**src/rtl/gpio_pad_ctrl.sv**
```systemverilog
// GPIO pad-ring controller: Wishbone register file driving pad data-out/OEN,
// synchronizing pad inputs and raising a level interrupt on per-pin edges.
module gpio_pad_ctrl #(
   parameter int unsigned NUM_GPIO    = 32,
   parameter int unsigned SYNC_STAGES = 2
) (
   input  logic                clk,
   input  logic                reset_n,
   input  logic                i_wb_cyc,
   input  logic                i_wb_stb,
   input  logic                i_wb_we,
   input  logic [2:0]          i_wb_adr,
   input  logic [31:0]         i_wb_dat,
   input  logic [3:0]          i_wb_sel,
   output logic [31:0]         o_wb_dat,
   output logic                o_wb_ack,
   input  logic [NUM_GPIO-1:0] i_pad_c,
   output logic [NUM_GPIO-1:0] o_pad_i,
   output logic [NUM_GPIO-1:0] o_pad_oen,
   output logic                o_irq
);

   localparam int unsigned WB_W   = 32;
   localparam int unsigned SYNC_W = SYNC_STAGES * NUM_GPIO;

   localparam logic [2:0] ADR_DATA_OUT = 3'd0;
   localparam logic [2:0] ADR_OEN      = 3'd1;
   localparam logic [2:0] ADR_DATA_IN  = 3'd2;
   localparam logic [2:0] ADR_IRQ_EN   = 3'd3;
   localparam logic [2:0] ADR_IRQ_EDGE = 3'd4;
   localparam logic [2:0] ADR_IRQ_PEND = 3'd5;
   localparam logic [2:0] ADR_OUT_SET  = 3'd6;
   localparam logic [2:0] ADR_OUT_CLR  = 3'd7;

   logic [NUM_GPIO-1:0] r_data_out;
   logic [NUM_GPIO-1:0] r_oen;
   logic [NUM_GPIO-1:0] r_irq_en;
   logic [NUM_GPIO-1:0] r_irq_edge;
   logic [NUM_GPIO-1:0] r_irq_pend;
   logic [NUM_GPIO-1:0] r_prev;
   logic [SYNC_W-1:0]   r_sync;
   logic                r_ack;
   logic                r_irq;
   logic [WB_W-1:0]     r_rdat;

   logic                w_req;
   logic                w_wr;
   logic [WB_W-1:0]     w_bmask_full;
   logic [NUM_GPIO-1:0] w_bmask;
   logic [NUM_GPIO-1:0] w_wdat;
   logic [NUM_GPIO-1:0] w_wbits;
   logic [NUM_GPIO-1:0] w_sync_out;
   logic [NUM_GPIO-1:0] w_rise;
   logic [NUM_GPIO-1:0] w_fall;
   logic [NUM_GPIO-1:0] w_hit;
   logic [NUM_GPIO-1:0] w_data_out_nxt;
   logic [NUM_GPIO-1:0] w_oen_nxt;
   logic [NUM_GPIO-1:0] w_irq_en_nxt;
   logic [NUM_GPIO-1:0] w_irq_edge_nxt;
   logic [NUM_GPIO-1:0] w_irq_pend_nxt;
   logic [WB_W-1:0]     w_rdat_nxt;

   // A request is never accepted in the cycle its predecessor is acked.
   assign w_req        = i_wb_cyc & i_wb_stb & ~r_ack;
   assign w_wr         = w_req & i_wb_we;
   assign w_bmask_full = {{8{i_wb_sel[3]}}, {8{i_wb_sel[2]}}, {8{i_wb_sel[1]}}, {8{i_wb_sel[0]}}};
   assign w_bmask      = w_bmask_full[NUM_GPIO-1:0];
   assign w_wdat       = i_wb_dat[NUM_GPIO-1:0];
   assign w_wbits      = w_wdat & w_bmask;

   assign w_sync_out = r_sync[SYNC_W-1 -: NUM_GPIO];
   assign w_rise     = w_sync_out & ~r_prev;
   assign w_fall     = ~w_sync_out & r_prev;
   assign w_hit      = r_irq_en & ((r_irq_edge & w_rise) | (~r_irq_edge & w_fall));

   function automatic logic [NUM_GPIO-1:0] merge(input logic [NUM_GPIO-1:0] old_v,
                                                input logic [NUM_GPIO-1:0] new_v,
                                                input logic [NUM_GPIO-1:0] mask);
      return (old_v & ~mask) | (new_v & mask);
   endfunction

   // Register next-state and read mux; a new edge always wins over W1C.
   always_comb begin
      w_data_out_nxt = r_data_out;
      w_oen_nxt      = r_oen;
      w_irq_en_nxt   = r_irq_en;
      w_irq_edge_nxt = r_irq_edge;
      w_irq_pend_nxt = r_irq_pend | w_hit;
      w_rdat_nxt     = r_rdat;
      if (w_wr) begin
         case (i_wb_adr)
            ADR_DATA_OUT: w_data_out_nxt = merge(r_data_out, w_wdat, w_bmask);
            ADR_OEN:      w_oen_nxt      = merge(r_oen, w_wdat, w_bmask);
            ADR_IRQ_EN:   w_irq_en_nxt   = merge(r_irq_en, w_wdat, w_bmask);
            ADR_IRQ_EDGE: w_irq_edge_nxt = merge(r_irq_edge, w_wdat, w_bmask);
            ADR_IRQ_PEND: w_irq_pend_nxt = (r_irq_pend & ~w_wbits) | w_hit;
            ADR_OUT_SET:  w_data_out_nxt = r_data_out | w_wbits;
            ADR_OUT_CLR:  w_data_out_nxt = r_data_out & ~w_wbits;
            default:      ;
         endcase
      end
      if (w_req) begin
         w_rdat_nxt = '0;
         if (!i_wb_we) begin
            case (i_wb_adr)
               ADR_DATA_OUT: w_rdat_nxt = WB_W'(r_data_out);
               ADR_OEN:      w_rdat_nxt = WB_W'(r_oen);
               ADR_DATA_IN:  w_rdat_nxt = WB_W'(w_sync_out);
               ADR_IRQ_EN:   w_rdat_nxt = WB_W'(r_irq_en);
               ADR_IRQ_EDGE: w_rdat_nxt = WB_W'(r_irq_edge);
               ADR_IRQ_PEND: w_rdat_nxt = WB_W'(r_irq_pend);
               default:      w_rdat_nxt = '0;
            endcase
         end
      end
   end

   always_ff @(posedge clk or negedge reset_n) begin
      if (!reset_n) begin
         r_data_out <= '0;
         r_oen      <= '1;
         r_irq_en   <= '0;
         r_irq_edge <= '0;
         r_irq_pend <= '0;
         r_ack      <= 1'b0;
         r_rdat     <= '0;
         r_irq      <= 1'b0;
      end else begin
         r_data_out <= w_data_out_nxt;
         r_oen      <= w_oen_nxt;
         r_irq_en   <= w_irq_en_nxt;
         r_irq_edge <= w_irq_edge_nxt;
         r_irq_pend <= w_irq_pend_nxt;
         r_ack      <= w_req;
         r_rdat     <= w_rdat_nxt;
         r_irq      <= |(r_irq_pend & r_irq_en);
      end
   end

   // Input synchronizer chain plus the previous-value flop for edge detection.
   always_ff @(posedge clk or negedge reset_n) begin
      if (!reset_n) begin
         r_sync <= '0;
         r_prev <= '0;
      end else begin
         r_sync <= {r_sync[SYNC_W-NUM_GPIO-1:0], i_pad_c};
         r_prev <= w_sync_out;
      end
   end

   assign o_wb_dat  = r_rdat;
   assign o_wb_ack  = r_ack;
   assign o_pad_i   = r_data_out;
   assign o_pad_oen = r_oen;
   assign o_irq     = r_irq;

endmodule

```
**config.mk**
```make
export PLATFORM = sky130hd
export DESIGN_NAME = gpio_pad_ctrl
export DESIGN_NICKNAME = d
export VERILOG_FILES = /design/src/rtl/gpio_pad_ctrl.sv
export SDC_FILE = /design/constraint.sdc
export NUM_CORES = 1
export LEC_CHECK = 0
export ABC_AREA = 1
export CORE_ASPECT_RATIO = 1.25
export CORE_MARGIN = 1.5
export CORE_UTILIZATION = 40
export CTS_BUF_LIST = sky130_fd_sc_hd__clkbuf_4 sky130_fd_sc_hd__clkbuf_8
export CTS_CLUSTER_DIAMETER = 60
export DETAILED_ROUTE_END_ITERATION = 8
export GPL_TIMING_DRIVEN = 0
export SLEW_MARGIN = 10
export SYNTH_ARGS = -nofsm -noshare
export SYNTH_HDL_FRONTEND = slang
export SYNTH_SLANG_ARGS = --single-unit
```
**constraint.sdc**
```tcl
create_clock -name clk -period 1.9 [get_ports clk]
set_input_delay 0.285 -clock clk [delete_from_list [all_inputs] [get_ports clk]]
set_output_delay 0.285 -clock clk [all_outputs]
set_load 0.02 [all_outputs]
```
* After elaboration in Yosys (flattened, before gate mapping)
Index checks and enable logic that the tools add are counted.
Word-level totals: register bits 290, bits in latches 0, bits in writable memories 0, bits in read-only memories 0, output and inout port bits 98, logic and storage cells 59, memories kept 0
Cells by class: $add $sub $neg 0, $mul 0, divide/modulo/power cells 0, magnitude comparators 0, equality and inequality tests 7, shifts and indexed selects 0, multiplexer cells 5, bitwise operators 30, reductions and logical operators 7
Operators by type and width (number):
- $and A32 B32 Y32 | 13
- $or A32 B32 Y32 | 8
- $pmux W32 S6 | 1
- $not A32 Y32 | 5
- $mux W32 | 3
- $pmux W32 S3 | 1
- $reduce_or A32 Y1 | 1
- $eq A3 B3 Y1 const B | 4
- $reduce_and A2 Y1 | 4
- $eq A3 B2 Y1 const B | 2
- $and A1 B1 Y1 | 3
- $eq A3 B1 Y1 const B | 1
- $logic_not A3 Y1 | 1
- $reduce_bool A3 Y1 | 1
- $not A1 Y1 | 1

* Logic depth before layout (Yosys ltp)
depth after elaboration 8, gate-level depth with buffers 10, mapped depth without buffers 9

* Least setup slack after synthesis
Ideal clock, no wire load.
path type reg-to-reg, from reg r_ack (netlist: o_wb_ack), to reg r_data_out[10] (netlist: o_pad_i[10]), library setup time 123 ps, arrival 1442 ps, data required time 1777 ps, slack 335 ps, stages on the path, launching flop included 9, path buffers 2, period minus slack after synthesis 1565 ps, path through dfrtp_1 nor2_2 nand2_2 nor2_8 buf_12 nand2_4 clkbuf_1 o21ai_0 nand2_1
Between the ends: longest elaborated chain between the ends 4
RTL lines:
- from (decl) | RTL line 42 | logic r_ack;
- from (signal assigned) | RTL line 134 | r_ack <= w_req;
- $not A1 Y1 | RTL line 64 | assign w_req = i_wb_cyc & i_wb_stb & ~r_ack;
- $and A1 B1 Y1 | RTL line 64
- $and A1 B1 Y1 | RTL line 65 | assign w_wr = w_req & i_wb_we;
- $reduce_and A2 Y1 (no line)
- to (signal assigned) | RTL line 129 | r_data_out <= w_data_out_nxt;
- to (decl) | RTL line 35 | logic [NUM_GPIO-1:0] r_data_out;
No other way between the ends. A chain may end at the register's enable or synchronous reset.

==> metrics.txt <==
total grt overflow 0; crit share post-route 98.31%; initial core utilization 40.81%; number of enable flip-flop cells after synthesis 0; Post-Layout Inst Area 16370 um^2; Worst-path clk slew about 0.060 ns; worst setup path class register to register; Buffers & Inverters on Critical Path 1; number of nets in the final layout 1868; largest cells by area after synthesis dfrtp_1, nand2_1, o21ai_0; number of iterations in the first detailed-routing pass 6; Pwr per Cell Area 977.5 nW/um^2; adder-cell share of the synthesized area 0%; Final WS setup ~0.032 ns; top flip-flop cell by instance count after synthesis dfrtp_1; family with the most delay on the worst path simple AND/OR/NAND/NOR gates; CTS sink cnt 290; CORE AREA between 30000 and 40000 um^2; fraction of synthesis flops using an asynchronous set or reset pin 100.0%; Simple-Gate Fraction of Synth Area 28.25%; static power due to leakage 8.226 nW; synthesized instance count 1568; clk_lat worst skew 0.59 ns; hold violation total from the final report 0; required time of the critical path 2.39 ns; layout filler cell count 3084; largest net degree at the start of global routing 88; path class of the lowest-slack min-delay path input port to register; top-level I/O count 174; number of remaining DRC errors 0; Avg Cell Area, Syn between 8 and 9 um^2; Area Growth Syn to Fin 25.81%; number of cells in the finished layout apart from fillers between 2k and 2.5k; total placed instance area 15320 um^2; maximum clock insertion buffer count 3; wire per inst 20.20 um; flop and latch count out of synthesis 290; first-pass GRT wire length roughly 69000 um; Setup Buffers After CTS 0; DRC violation total after the first TritonRoute iteration 1314; Slew @ Worst Pin 0.9603 ns; headroom to the max-slew limit 35.98%; Post-Synthesis Net Count 1644; Die Area 33620 um^2; largest voltage drop on the vdd net approximately 0.00057 V; RSZ-0062 raised after global routing no; fraction of post-synthesis cell area in the top cell type by area 49.63%; fraction of synthesized area in multiplexers 0%; share of the synthesized area in compound gates (AO/OA/AOI/OAI) about 9%; proportion of synthesized chip area in sequential cells a little under three fifths; Critical Path Max Stage Delay between 0.3 and 0.4 ns; via count of the first global-routing pass 11.97k; total power draw 0.01600 W; cell chosen for the clock root clkbuf_8; drt via density about 5.4; run status complete, no violations; setup slack of the worst register-to-register path 0.03 ns; total number of vias 12.04k; antenna violations before repair 1; most frequent cells in the layout nand2_1, dfrtp_1, o21ai_0; max cap viols 0; post-route ant nets 0; die width 164.3 um; maximum clock skew at final layout 0.01403 ns; critical path capture point type register; GP Congestion ~0.9; H-Tree Level Count 2; Max Fanout on Critical Path 10; antenna diode count 0; data arrival time of the worst path 2.36 ns; total standard cell area after synthesis 13010 um^2; crit path max-delay cell type dfrtp_1; placed insts 2154; placement-stage worst setup slack -0.6726 ns; Setup-failing EPs final 0; yosys warns 0; combinational family with the most area after synthesis simple AND/OR/NAND/NOR gates; fraction of layout cells with a size suffix above 1 approximately 11%; detailed placement HPWL 30830 um; Achievable Freq 535.4 MHz; Site Rows 73; clock tree from TritonCTS built; Overall Global Routing Usage 27.68%; final worst path period need 1.868 ns; number of port buffers between 150 and 200; number of clock buffers inserted by TritonCTS 47; xor/xnor share of the synthesized area 0%; leading cell type in the layout, fill and taps excluded nand2_1; Final Routed Wirelength 45240 um; number of distinct library cell variants in the gate-level netlist after synthesis 27; critical path startpoint category register; top cell type by total area after synthesis dfrtp_1; final slew viol count 0; die boundary height 204.6 um; cells traversed along the worst timing path nor2_2 > nand2_4 > nor2_8 > nand3_1 > buf_2 > o21ai_0
-- cell type report --
class	instances	area, um^2	area share [%]
clock inverter	9	97.59	0.5963
timing repair buffer	175	1775	10.85
tap	412	515.5	3.150
sequential	290	7297	44.59
multi-input combinational	1071	4838	29.56
inverter	130	490.5	2.997
buffer	77	419.2	2.561
clock buffer	75	932.1	5.696
-- final timing paths --
kind	endpoint	depth (start not counted)	startpoint
max	register	6	o_wb_ack$_DFF_PN0_
min	r_sync[30]$_DFF_PN0_	1	i_pad_c[30]
max reg2reg	register	6	o_wb_ack$_DFF_PN0_
min reg2reg	r_sync[58]$_DFF_PN0_	0	r_sync[26]$_DFF_PN0_
max in group asynchronous	asynchronous set/reset pin	4	reset_n
min in group asynchronous	r_sync[27]$_DFF_PN0_	2	reset_n
-- synth_stat cells (2+ instances only) --
library cell	n
dfstp_2	32
o21ai_0	205
buf_1	7
nand3_4	8
inv_1	127
nand4_1	89
nor2_2	2
nor2_1	110
dfrtp_1	258
buf_4	7
nand2_1	545
buf_2	37
nand2_2	2
inv_2	2
nand3_1	73
o21ai_1	5
a21oi_1	19
buf_6	3
clkbuf_1	22
nand3b_1	8
-- per-stage QoR --
| step | util (%) | hold slack, ns | TNS [ns] |
|---|---|---|---|
| final | 51.34 | 0.1280 | 0 |
| after global routing | 51.34 | 0.1149 | 0 |
| after CTS | 51.18 | 0.09998 | 0 |
| after detailed placement | 48.07 | 0.2215 | -74.00 |
| after global placement | 47.80 | 0.3324 | -3472.33 |
| after floorplan | - | -0.01059 | 0 |
-- report_power, final --
group | internal [W] | switching [W]
Combinational | 0.000975 | 0.00163
Sequential | 0.00688 | 0.000596
Clock | 0.00338 | 0.00254
-- worst register-to-register path: cells and delay by family, from the launching register on --
family,cells,cell delay (ns)
DFF,1,0.39
and+or+nand+nor,4,0.85
AOI/OAI and AO/OA,1,0.21
buffers and inverters,1,0.33
-- what timing repair did --
action                     CTS  global route
hold buffers                 1             0
hold endpoints to repair    50             0
resized for setup           62            41
setup endpoints to repair  133            71
-- kinds of logic after synthesis --
logic type | count (synthesis)
DFF | 290
buffers and inverters | 207
AOI/OAI and AO/OA | 229
and+or+nand+nor | 842
-- layer usage --
layer | track usage [%] | share of wire (%)
met3 | 5.062 | 8.3
met2 | 44.12 | 46
met1 | 35.62 | 40
met5 | 0 | 0.029
met4 | 14.90 | 5.0
No activity file was read; power rests on OpenSTA's default activity.
==> RTL change (config.mk and constraints unchanged) <==
Set the parameter `SYNC_STAGES` to 4 (it was 2).
--- a/src/rtl/gpio_pad_ctrl.sv
+++ b/src/rtl/gpio_pad_ctrl.sv
@@ -3,5 +3,5 @@
 module gpio_pad_ctrl #(
    parameter int unsigned NUM_GPIO    = 32,
-   parameter int unsigned SYNC_STAGES = 2
+   parameter int unsigned SYNC_STAGES = 4
 ) (
    input  logic                clk,
Function: changed (Yosys sat finds a counterexample within 4 cycles, from zero or initial values and one cycle with reset_n low).
==> RTL change against the original RTL <==
Die area is 12% higher; routed wire length is 2.7% higher; critical path depth is 1 higher; cell area is 12% higher; area after synthesis is 12% higher; total power is 17% higher; worst setup slack worse by 0.029 ns; sequential cell count is 64 higher; core utilization is 0.73 points lower; clock power is 21% higher; worst hold slack worse by 0.024 ns; global-route usage is 2.7 points lower; critical path type is now input pin to flop.
==> RTL change: results (changes against the original RTL) <==
outcome: "finished clean"  # unchanged
finalClockSkew_ns: 0.0284  # was 0.0140 ns
routed-via-count: 12267  # was 12039
clock_latency_ns: 0.62  # was 0.59 ns
nets: 1945  # was 1868
place_congestion: 0.896  # was 0.917
grt_max_degree: 111  # was 88
grtUsageTotal_pct: 25.0  # was 27.7%
use_met1_pct: 32.5  # was 35.6%
synth_top_area_share_pct: 55.2  # was 49.6%
peakVddDrop_mv: 0.505  # was 0.573 mV
dpl_cell_area_sq_um: 17000  # was 15300 sq um
worstMarginPinSlew_ns: 0.902  # was 0.960 ns
synth_common_cells: "nand2_1 (545), dfrtp_1 (322), o21ai_0 (205)"  # was nand2_1 (545), dfrtp_1 (258), o21ai_0 (205)
drive_above_1_share_pct: 11.5  # was 11.2%
numCtsBuffers: 57  # was 47
synth_compound_area_share_pct: 7.84  # was 8.81%
cp_data_arrival_time_ns: 2.40  # was 2.36 ns
synth_nets: 1708  # was 1644
drtIter0Drc: 1218  # was 1314
cts.clk_slew.worst_paths_ns: 0.06  # about the same
routed_wl_um: 46500  # was 45200 um
grt_pass1_wl_um: 71700  # was 69200 um
cp_slowest_stage_delay_ns: 0.68  # was 0.39 ns
seq_area_frac_synth_pct: 60.9  # was 56.1%
fillerInstances: 3515  # was 3084
p_leak_nw: 9.21  # was 8.23 nW
synth-xor-area-share_pct: 0  # unchanged
ys_top_cells_by_area: "dfrtp_1 (55%), nand2_1 (14%), o21ai_0 (7.0%)"  # was dfrtp_1 (50%), nand2_1 (16%), o21ai_0 (7.9%)
dr.pass1.iters: 5  # was 6
place_hpwl_um: 32100  # was 30800 um
grtUsageMet2_pct: 41.4  # was 44.1%
use_met3_pct: 3.82  # was 5.06%
critPathTopFamily: "buffers and inverters"  # was simple AND/OR/NAND/NOR gates
crit_slowest_cell: "nor2_1"  # was dfrtp_1
cts_buffer_depth: 3  # unchanged
## RTL change: cell count changes after synthesis, sizes merged
cell and delta:
dfrtp +64
## RTL change: power breakdown
group | internal [W] | switching [W]
logic | 0.000929 | 0.00165
clock network | 0.00415 | 0.00301
registers | 0.00831 | 0.000641
## RTL change: worst paths after layout
kind / from / to / slack [ns] / depth (start not counted)
min reg2reg: r_sync[21] / r_sync[53] / 0.34 / 0
max reg2reg: o_wb_ack / o_pad_i[16] / 0.09 / 8
max: i_wb_sel[1] / o_pad_i[8] / 0.003 / 7
max in group asynchronous: reset_n / asynchronous set/reset pin / 0.44 / 4
min: i_pad_c[10] / r_sync[10] / 0.10 / 1
min in group asynchronous: reset_n / r_sync[20] / 0.17 / 2
## RTL change: per-stage QoR
stage               std cells  hold WS, ns  setup WS (ns)  setup TNS, ns
floorplan                1632      -0.0106          0.335              0
global placement         2283        0.331         -14.93       -5184.52
detailed placement       2286        0.219         -0.631         -76.02
CTS                      2392       0.0687        0.00122              0
global route             2395       0.0840       0.000572              0
finish                   2395        0.104        0.00274              0
## RTL change: cell type report
| type | count | share of cell area, % |
|---|---|---|
| Sequential cell | 354 | 48.7 |
| Multi-Input combinational cell | 1071 | 26.4 |
| Timing Repair Buffer | 178 | 9.66 |
| Clock buffer | 100 | 6.71 |
| Tap cell | 480 | 3.29 |
| Inverter | 130 | 2.68 |
| Buffer | 77 | 2.27 |
| Clock inverter | 5 | 0.274 |
## RTL change: what timing repair did
action | 4_1_cts | 5_1_grt
endpoints found under the hold margin | 47 | 0
setup buffers | 0 | 3
gates resized for setup | 85 | 21
hold buffers | 1 | 0
setup endpoints to repair | 176 | 87
## RTL change: per-layer routing
metal / routed length, um / share of wire [%]
met5: 0 / 0
met1: 19000 / 41
met3: 3260 / 7.0
met4: 1850 / 4.0
met2: 22400 / 48
